### src/rtl/regfile_write_arbiter.sv
// regfile_write_arbiter: round-robin sharing of one register-file write port among NREQ sources.
// Define REGFILE_ARB_STATS_EN to add saturating grant_count/drop_count statistics outputs.
module regfile_write_arbiter #(
    parameter int NREQ = 2,
    parameter int AW   = 5,
    parameter int DW   = 32
) (
    input  logic               Clk,
    input  logic               Reset,
    input  logic               Hold,
    input  logic [NREQ-1:0]    req_valid,
    input  logic [NREQ*AW-1:0] req_addr,
    input  logic [NREQ*DW-1:0] req_data,
    output logic [NREQ-1:0]    req_ready,
    output logic [DW-1:0]      WriteData,
    output logic [AW-1:0]      WriteRegister,
    output logic               RegWrite,
`ifdef REGFILE_ARB_STATS_EN
    output logic               busy,
    output logic [NREQ*16-1:0] grant_count,
    output logic [15:0]        drop_count
`else
    output logic               busy
`endif
);

    localparam int PW = (NREQ > 2) ? 2 : 1;

    generate
        if (NREQ < 2 || NREQ > 4) begin : g_bad_nreq
            $error("regfile_write_arbiter: NREQ must be in 2..4");
        end
    endgenerate

    function automatic logic [NREQ-1:0] lowest_one(input logic [NREQ-1:0] v);
        logic [NREQ-1:0] r;
        logic            found;
        r     = '0;
        found = 1'b0;
        for (int i = 0; i < NREQ; i++) begin
            if (!found && v[i]) begin
                r[i]  = 1'b1;
                found = 1'b1;
            end
        end
        return r;
    endfunction

    function automatic logic [15:0] sat_inc16(input logic [15:0] c);
        return (c == 16'hFFFF) ? c : c + 16'd1;
    endfunction

    logic [PW-1:0]   rr_ptr;
    logic [NREQ-1:0] above_ptr;
    logic [NREQ-1:0] hi_req;
    logic [NREQ-1:0] win_oh_p0;
    logic [PW-1:0]   win_idx_p0;
    logic            grant_p0;
    logic [AW-1:0]   addr_p0;
    logic [DW-1:0]   data_p0;

    logic [DW-1:0]   wr_data_p1;
    logic [AW-1:0]   wr_addr_p1;
    logic            wr_en_p1;
    logic            vld_p1;

    // Stage p0: requests strictly after rr_ptr win first; otherwise wrap to the lowest index.
    always_comb begin
        above_ptr = '0;
        for (int i = 0; i < NREQ; i++) begin
            above_ptr[i] = (PW'(i) > rr_ptr);
        end
        hi_req    = req_valid & above_ptr;
        win_oh_p0 = (hi_req != '0) ? lowest_one(hi_req) : lowest_one(req_valid);
        grant_p0  = !Reset && !Hold && (req_valid != '0);
    end

    always_comb begin
        win_idx_p0 = '0;
        addr_p0    = '0;
        data_p0    = '0;
        for (int i = 0; i < NREQ; i++) begin
            if (win_oh_p0[i]) begin
                win_idx_p0 = PW'(i);
                addr_p0    = req_addr[i*AW +: AW];
                data_p0    = req_data[i*DW +: DW];
            end
        end
    end

    assign req_ready = grant_p0 ? win_oh_p0 : '0;

    // Stage p1: registered write port; address 0 completes the handshake but never writes.
    always_ff @(posedge Clk or posedge Reset) begin
        if (Reset) begin
            wr_data_p1 <= '0;
            wr_addr_p1 <= '0;
            wr_en_p1   <= 1'b0;
            vld_p1     <= 1'b0;
            rr_ptr     <= PW'(NREQ - 1);
        end else if (grant_p0) begin
            wr_data_p1 <= data_p0;
            wr_addr_p1 <= addr_p0;
            wr_en_p1   <= (addr_p0 != '0);
            vld_p1     <= 1'b1;
            rr_ptr     <= win_idx_p0;
        end else begin
            wr_en_p1   <= 1'b0;
            vld_p1     <= 1'b0;
        end
    end

    assign WriteData     = wr_data_p1;
    assign WriteRegister = wr_addr_p1;
    assign RegWrite      = wr_en_p1;
    assign busy          = vld_p1;

`ifdef REGFILE_ARB_STATS_EN
    logic [15:0] grant_cnt [NREQ];
    logic [15:0] drop_cnt;

    always_ff @(posedge Clk or posedge Reset) begin
        if (Reset) begin
            for (int i = 0; i < NREQ; i++) begin
                grant_cnt[i] <= '0;
            end
            drop_cnt <= '0;
        end else if (grant_p0) begin
            for (int i = 0; i < NREQ; i++) begin
                if (win_oh_p0[i]) begin
                    grant_cnt[i] <= sat_inc16(grant_cnt[i]);
                end
            end
            if (addr_p0 == '0) begin
                drop_cnt <= sat_inc16(drop_cnt);
            end
        end
    end

    generate
        for (genvar g = 0; g < NREQ; g++) begin : g_cnt
            assign grant_count[g*16 +: 16] = grant_cnt[g];
        end
    endgenerate

    assign drop_count = drop_cnt;
`endif

endmodule

### config.mk
export PLATFORM = sky130hd
export DESIGN_NAME = regfile_write_arbiter
export DESIGN_NICKNAME = d
export VERILOG_FILES = /design/src/rtl/regfile_write_arbiter.sv
export SDC_FILE = /design/constraint.sdc
export NUM_CORES = 1
export LEC_CHECK = 0
export ABC_AREA = 1
export CORE_MARGIN = 5
export CORE_UTILIZATION = 39
export CTS_CLUSTER_DIAMETER = 80
export CTS_CLUSTER_SIZE = 12
export DETAILED_ROUTE_END_ITERATION = 8
export PLACE_DENSITY = 0.86
export SYNTH_ARGS = -nofsm -noshare
export SYNTH_HDL_FRONTEND = slang
export SYNTH_SLANG_ARGS = --single-unit
### constraint.sdc
create_clock -name Clk -period 3.5 [get_ports Clk]
set_input_delay 0.7 -clock Clk [delete_from_list [all_inputs] [get_ports Clk]]
set_output_delay 0.7 -clock Clk [all_outputs]
set_load 0.01 [all_outputs]
### After elaboration in Yosys (flattened, before gate mapping)

Cells that the tools add are included.

| storage, ports and cells | value |
|---|---|
| register bits after elaboration | 40 |
| bits of input ports | 79 |
| word-level logic and storage cells | 32 |

| operators by class | value |
|---|---|
| magnitude comparators | 2 |
| multiplexer cells | 13 |
| bitwise operators | 1 |
| reductions and logical operators | 11 |

Operators with widths:

| operator | count |
|---|---|
| $mux W32 | 2 |
| $mux W5 | 2 |
| $mux W1 | 7 |
| $reduce_bool A5 Y1 | 1 |
| $logic_and A1 B1 Y1 | 4 |
| $logic_not A1 Y1 | 4 |
| $mux W2 | 2 |
| $reduce_bool A2 Y1 | 2 |
| $and A2 B2 Y2 | 1 |
| $gt A1 B1 Y1 const A | 2 |

### Longest topological paths before layout

Gate-level depths: netlist (run 1).

| logic depth | value |
|---|---|
| depth after elaboration | 11 |
| gate-level depth with buffers | 8 |
| gate-level depth less buffers | 8 |

### Worst setup path before layout (run 1)

Ideal clock, no wire load.

| path | value |
|---|---|
| path type | input to output |
| start | input Hold |
| end | output req_ready[0] |
| arrival | 1341 ps |
| path slack | 1459 ps |
| stages on the path | 4 |
| buffers on the path | 1 |
| cell sequence | nor2_1 o21ai_4 nor2_4 buf_6 |

| on the way | value |
|---|---|
| longest elaborated chain between the ends | 4 |

Ends and longest elaborated chain:

| element | RTL line | text |
|---|---|---|
| start: declaration | 10 | `input logic Hold,` |
| $logic_not A1 Y1 | 75 | `grant_p0 = !Reset && !Hold && (req_valid != '0);` |
| $logic_and A1 B1 Y1 (2 in series) | 75 |  |
| $mux W2 | 91 | `assign req_ready = grant_p0 ? win_oh_p0 : '0;` |
| end: declaration | 14 | `output logic [NREQ-1:0] req_ready,` |

Every way passes these cells.

### Worst setup path in the final report (run 1)

| path | value |
|---|---|
| start | input req_valid[1] |
| end | output req_ready[0] |

| on the way | value |
|---|---|
| longest elaborated chain between the ends | 4 |

Ends and longest elaborated chain:

| element | RTL line | text |
|---|---|---|
| start: declaration | 11 | `input logic [NREQ-1:0] req_valid,` |
| $and A2 B2 Y2 | 73 | `hi_req = req_valid & above_ptr;` |
| $reduce_bool A2 Y1 | 74 | `win_oh_p0 = (hi_req != '0) ? lowest_one(hi_req) : lowest_one(req_valid);` |
| $mux W2 | 74 |  |
| $mux W2 * | 91 |  |

Every way passes the cells marked *; elsewhere a longest branch is shown, timed or not.

==> impl_results.md, run 1 <==
* Clock Skew at around 0.0056 ns
* Cells after synthesis at around 220
* Power, Total at 1.34 mW
* Vias in the first global route at 1873
* Largest net degree at the start of global routing at 41
* Max stage delay on crit path at 0.58 ns
* Final Hold Viols at 0
* Global-route wire length before repair at just under 9 mm
* Max-slew headroom at 65.7%
* Overflow after GRT at 0
* Clk root buf: clkbuf_8
* Crit Path Max Fanout at 8
* Via-per-instance ratio at around 4.8
* Dpl hpwl at 4.21 mm
* Core area at around 4700 µm²
* PnR worst setup slack at approximately 0.5 ns
* Fin crit period at 3.01 ns
* Synth warn at 0
* Final Net Count at 420
* Area added between synthesis and finish at 69.6%
* Slowest CP cell: clkdlybuf4s50_1
* Initial Util at approximately two fifths
* Critical Setup Path Class: in -> out
* Multi-input logic area at between 700 and 800 µm²
* RSZ-0062 raised after global routing: no
* GRT Total Usage at 18.4%
* Largest delay share family, worst path: buffers and inverters
* 1st-pass router iterations at 4
* ANT cells at 0
* Fin. max-slew vios at 0
* Die area at just over 6000 µm²
* Commonest non-fill, non-tap cell in the layout: clkdlybuf4s50_1
* Drt wl/cell at 14.2 µm
* DP Worst Slack at 0.520 ns
* Hold Crit Class: reg -> reg
* Lkg Pwr at 1.39 nW
* Worst endpoint required time at 2.80 ns
* Fmax at 333 MHz
* Cell Rows at 25
* Number of setup violations in the final report at 0
* Clock-pin slew on the worst setup and hold paths at ~0.07 ns
* CP Buf/Inv Count at 2
* Mapped Nets at about 300
* Die Ht at 78.6 µm
* Register-to-register path setup slack at around 1.9 ns
* Initial antenna violation count at 0
* Initial DRC count at 77
* Synth Cell Area at 1840 µm²
* Post-CTS Resized at 0
* Setup Buffers After CTS at 0
* Total area of sequential cells at about 1000 µm²
* H-Tree Level Count at 2
* Most used cell, CP: clkdlybuf4s50_1
* Commonest non-fill, non-tap cells in the layout: clkdlybuf4s50_1, nand2_1, nand3_1
* Max_cap viols at 0
* FF+latch count, synth at 40
* Layout fillers at around 380
* Final ANT Viol Nets at 0
* CP arrival at 2.31 ns
* Hold Buf Count CTS at 0
* Startpoint Class: input pin
* Die width at between 70 and 80 µm
* Share of cells above drive strength 1 at under 10%
* DR vias at around 1900
* # port buffers at between 100 and 150
* Slew at the pin closest to its max-slew limit at 0.514 ns
* Setup Total Neg Slack at 0 ns
* CTS tree: built
* PwrDens at approximately 430 nW/µm²
* Crit. End Element: output port
* Critical-path cell list: clkdlybuf4s50_1 > nand2_2 > nand2_1 > nor2_4 > clkdlybuf4s50_1
* Num CTS Buffers at 5
* Status: finished clean
* Yosys cell types at 16
* Clk Latency, worst-skew pair at 0.29 ns
* Routed WL at approximately 5.6 mm
* Post-synthesis average cell area at 8.24 µm²
* Share of the yosys chip area belonging to registers at between 50% and 60%
* Max Buffers Root-to-Sink at 2
* Ports at 120
* Maximum vdd drop at roughly 0.00023 V
* Final cycle utilization of the critical path at about 86%
* Post-route DRC at 0
* Final GP Congestion at 0.898
* CTS sink cnt at 40
cell usage after synthesis:
| master | n | share of area [%] |
|---|---|---|
| o21ai_0 | 1 | 0.27 |
| nand2_1 | 104 | 21 |
| buf_6 | 4 | 2.5 |
| dfrtp_1 | 39 | 53 |
| nor2_1 | 7 | 1.4 |
| o21ai_4 | 1 | 0.89 |
| a31oi_1 | 4 | 1.4 |
| nand2_2 | 2 | 0.68 |
| o21ai_1 | 1 | 0.27 |
| buf_4 | 6 | 2.5 |
| inv_1 | 3 | 0.61 |
| inv_2 | 3 | 0.61 |
| nand3_1 | 44 | 12 |
| nor2_4 | 1 | 0.61 |
| dfstp_2 | 1 | 1.4 |
| buf_2 | 2 | 0.54 |
path summary, 6_finish.rpt:
check                         startpoint       endpoint  depth (start not counted)
max                         req_valid[1]   req_ready[0]                          5
min                        WriteData[17]  WriteData[17]                          2
max reg2reg                       rr_ptr  WriteData[22]                          7
min reg2reg                WriteData[17]  WriteData[17]                          2
max in group asynchronous          Reset         rr_ptr                          3
min in group asynchronous          Reset  WriteData[13]                          3
final cells by class:
type,count,area share [%]
repair buffers,123,39.2
flip-flops and latches,40,32.2
multi-input cells,165,22.9
clock buffers,8,2.89
well taps,54,2.17
inverters,6,0.723
routing by layer:
| layer | share of wire (%) | vias to the layer above | track usage (%) |
|---|---|---|---|
| met5 | 0 | - | 0 |
| met4 | 1.4 | 0 | 4.90 |
| met3 | 9.3 | 8 | 5.62 |
| met2 | 49 | 87 | 31.3 |
| met1 | 40 | 856 | 22.5 |
| li1 | - | 945 | - |
worst register-to-register path, stage by stage, from the launching register on:
cell,delay [ns]
dfstp_2,0.56
inv_2,0.04
nand2_2,0.10
nand2_1,0.11
nor2_4,0.16
buf_4,0.33
nand2_1,0.11
nand3_1,0.09
state kept, by name (all words and copies together), names as in the netlist:
name,count
RegWrite,1
WriteData,32
WriteRegister,5
rr_ptr,1
busy,1
cells by family after synthesis:
logic type      share of synthesized area [%]
compound gates                           2.79
buf+inv                                  6.68
flops                                    54.6
simple gates                             36.0
per-stage QoR:
stage          instances  util [%]  hold WS [ns]  area (µm²)
6_report             396      66.8         0.497        3120
4_1_cts              396      66.8         0.500        3120
5_1_grt              396      66.8         0.515        3120
2_1_floorplan        223         -         0.472        1840
3_3_place_gp         388      64.9         0.467        3030
3_5_place_dp         388      64.9         0.481        3030
report_power, final:
part	internal (mW)	switching, mW	total (mW)	leakage, nW
Clock	0.161	0.152	0.313	0.0455
Sequential	0.546	0.0427	0.588	0.496
Combinational	0.266	0.176	0.442	0.850
Total	0.972	0.371	1.34	1.39
Power figures use the tool's default switching activity.
==> run 2: changes to the inputs <==
- CORE_MARGIN: 5 -> unset
==> run 2 against run 1 <==
The flow now finishes with violations (design-rule violations). Design area is 0.24% lower. Combinational power hardly changed. Non-clock buffer count stayed put. Via count is 0.53% higher. Flip-flop and latch count stayed put. Wire length is 6.8% lower. Total power is 1.4% lower. Sequential power hardly changed. Sequential share of layout area is 0.078 points higher. Core utilization is 3.1 points higher. Clock power is 6% lower. Largest power group unchanged.
==> impl_results.md, run 2 (synthesis gave the netlist of run 1 again) <==
* Vias in the first global route at 1908 (was 1873)
* Failing checks: design-rule violations
* Clock-pin slew on the worst setup and hold paths at 0.08 ns (was 0.07 ns)
* PnR worst setup slack at 0.509 ns (was 0.493 ns)
* Clk Latency, worst-skew pair at 0.28 ns (was 0.29 ns)
* Commonest non-fill, non-tap cell in the layout: clkdlybuf4s50_1 (unchanged)
* Initial Util at 41.3% (was 39.4%)
* Busiest grt layer: met2 (unchanged)
* # port buffers at 119 (unchanged)
* Routed WL at 5.24 mm (was 5.62 mm)
* Met1 Usage GRT at 27.0% (was 22.5%)
* Clk root buf: clkbuf_8 (unchanged)
* Max_cap viols at 0 (unchanged)
* Overflow after GRT at 0 (unchanged)
* Max reg flops at 32 (unchanged)
* Met3 Resource Use GR at 7.12% (was 5.62%)
* Die Ht at 70.6 µm (was 78.6 µm)
* Final GP Congestion at 0.958 (was 0.898)
* Multi-input logic area at 712 µm² (unchanged)
* Initial antenna violation count at 0 (unchanged)
* DR vias at 1906 (was 1896)
* Max Buffers Root-to-Sink at 2 (unchanged)
* Die area at 4990 µm² (was 6180 µm²)
* Global-route wire length before repair at 8.74 mm (was 8.91 mm)
* Final ANT Viol Nets at 0 (unchanged)
* Crit. End Element: output port (unchanged)
* Max-slew headroom at 40.7% (was 65.7%)
* Final Net Count at 420 (unchanged)
* Die width at 70.6 µm (was 78.6 µm)
* Final Hold Viols at 0 (unchanged)
* Ports at 120 (unchanged)
* Critical Setup Path Class: in -> out (unchanged)
* GRT Total Usage at 22.4% (was 18.4%)
* Lkg Pwr at 1.39 nW (about the same)
* Reg2reg end: WriteData[25] (was WriteData[22])
* Total area of sequential cells at 1000 µm² (unchanged)
* CTS tree: built (unchanged)
* Hold path cells at 2 (unchanged)
* Layout fillers at 366 (was 381)
* Worst endpoint required time at 2.80 ns (about the same)
* Met2 Track Usage GR at 39.2% (was 31.3%)
* Number of setup violations in the final report at 0 (unchanged)
* Via-per-instance ratio at 4.84 (was 4.79)
* Fmax at 334 MHz (was 333 MHz)
* Num CTS Buffers at 5 (unchanged)
* 1st-pass router iterations at 7 (was 4)
* Critical-path cell list: clkdlybuf4s50_1 > nand2_2 > nand3_1 > inv_2 > clkdlybuf4s50_1 (was clkdlybuf4s50_1 > nand2_2 > nand2_1 > nor2_4 > clkdlybuf4s50_1)
* Hold Buf Count CTS at 0 (unchanged)
* Share of cells above drive strength 1 at 5.56% (was 5.26%)
* Core area at 4440 µm² (was 4660 µm²)
* Min-delay src: WriteRegister[4] (was WriteData[17])
* Reg2reg start: rr_ptr (unchanged)
* Maximum vdd drop at 0.000244 V (was 0.000233 V)
* Setup Buffers After CTS at 0 (unchanged)
* Largest net degree at the start of global routing at 36 (was 41)
* Final cycle utilization of the critical path at 85.5% (was 85.9%)
* RSZ-0062 raised after global routing: no (unchanged)
* Cell Rows at 24 (was 25)
* Status: finished, violations left (was finished clean)
* Dpl hpwl at 3.91 mm (was 4.21 mm)
* WHS at 0.488 ns (was 0.497 ns)
* Startpoint Class: input pin (unchanged)
* Fin. max-slew vios at 0 (unchanged)
* CP arrival at 2.29 ns (was 2.31 ns)
* Setup Total Neg Slack at 0 ns (unchanged)
* Most used cell, CP: clkdlybuf4s50_1 (unchanged)
* Initial DRC count at 104 (was 77)
* Area added between synthesis and finish at 69.2% (was 69.6%)
* PwrDens at 426 nW/µm² (was 431 nW/µm²)
* Slowest CP cell: clkdlybuf4s50_1 (unchanged)
* Power, Total at 1.32 mW (was 1.34 mW)
* Hold Crit Class: reg -> reg (unchanged)
* Slew at the pin closest to its max-slew limit at 0.884 ns (was 0.514 ns)
* CP startpoint: req_valid[0] (was req_valid[1])
* H-Tree Level Count at 2 (unchanged)
* Post-CTS Resized at 0 (unchanged)
* Max stage delay on crit path at 0.58 ns (about the same)
* Drt wl/cell at 13.3 µm (was 14.2 µm)
* Clock Skew at 0.00622 ns (was 0.00562 ns)
* ANT cells at 0 (unchanged)
* Fin crit period at 2.99 ns (was 3.01 ns)
* R2R depth at 7 (unchanged)
* CTS sink cnt at 40 (unchanged)
* Register-to-register path setup slack at 1.94 ns (was 1.93 ns)
* DP Worst Slack at 0.515 ns (was 0.520 ns)
* Commonest non-fill, non-tap cells in the layout: clkdlybuf4s50_1, nand2_1, nand3_1 (unchanged)
* Worst Hold Endpoint: WriteRegister[4] (was WriteData[17])
* Crit Path Max Fanout at 8 (unchanged)
* Post-route DRC at 20 (was 0)
==> run 2: cell count changes in the layout (fill, tap and decap cells not counted), sizes merged <==
| cell | previous run | this run |
|---|---|---|
| clkinv | 1 | 2 |
| clkbuf | 8 | 6 |
| clkinvlp | 0 | 1 |
==> run 2: layer usage <==
layer / up-vias / routed length (µm)
li1: 947 / -
met1: 866 / 2100
met2: 87 / 2630
met3: 6 / 450
met4: 0 / 61
met5: - / 0
==> run 2: final cells by class <==
| class | count | share of cell area [%] |
|---|---|---|
| clock inverters | 2 | 0.403 |
| inverters | 6 | 0.725 |
| multi-input cells | 165 | 22.9 |
| repair buffers | 123 | 39.3 |
| clock buffers | 6 | 2.33 |
| flip-flops and latches | 40 | 32.2 |
| well taps | 52 | 2.09 |
==> run 2: worst max-delay path: cells and delay by family <==
| kind | cells | cell delay [ns] |
|---|---|---|
| and+or+nand+nor | 2 | 0.36 |
| buffers and inverters | 3 | 1.23 |
==> run 2: worst max-delay path by stage <==
stage,endpoint,slack [ns],depth (start not counted)
floorplan,req_ready[0],1.46,4
global placement,req_ready[0],0.56,5
detailed placement,req_ready[0],0.52,5
CTS,req_ready[0],0.51,5
global route,req_ready[0],0.43,5
finish,req_ready[1],0.51,5
==> run 2: metrics by stage <==
stage,cells,cell area [µm²],util (%)
3_3_place_gp,386,3020,68.0
3_5_place_dp,386,3020,68.0
4_1_cts,394,3110,69.9
2_1_floorplan,223,1840,-
5_1_grt,394,3110,69.9
6_report,394,3110,69.9
==> run 2: where the power goes <==
| part | internal [mW] | switching [mW] |
|---|---|---|
| clock network | 0.139 | 0.156 |
| logic | 0.266 | 0.175 |
| registers | 0.545 | 0.0435 |
| total | 0.951 | 0.374 |
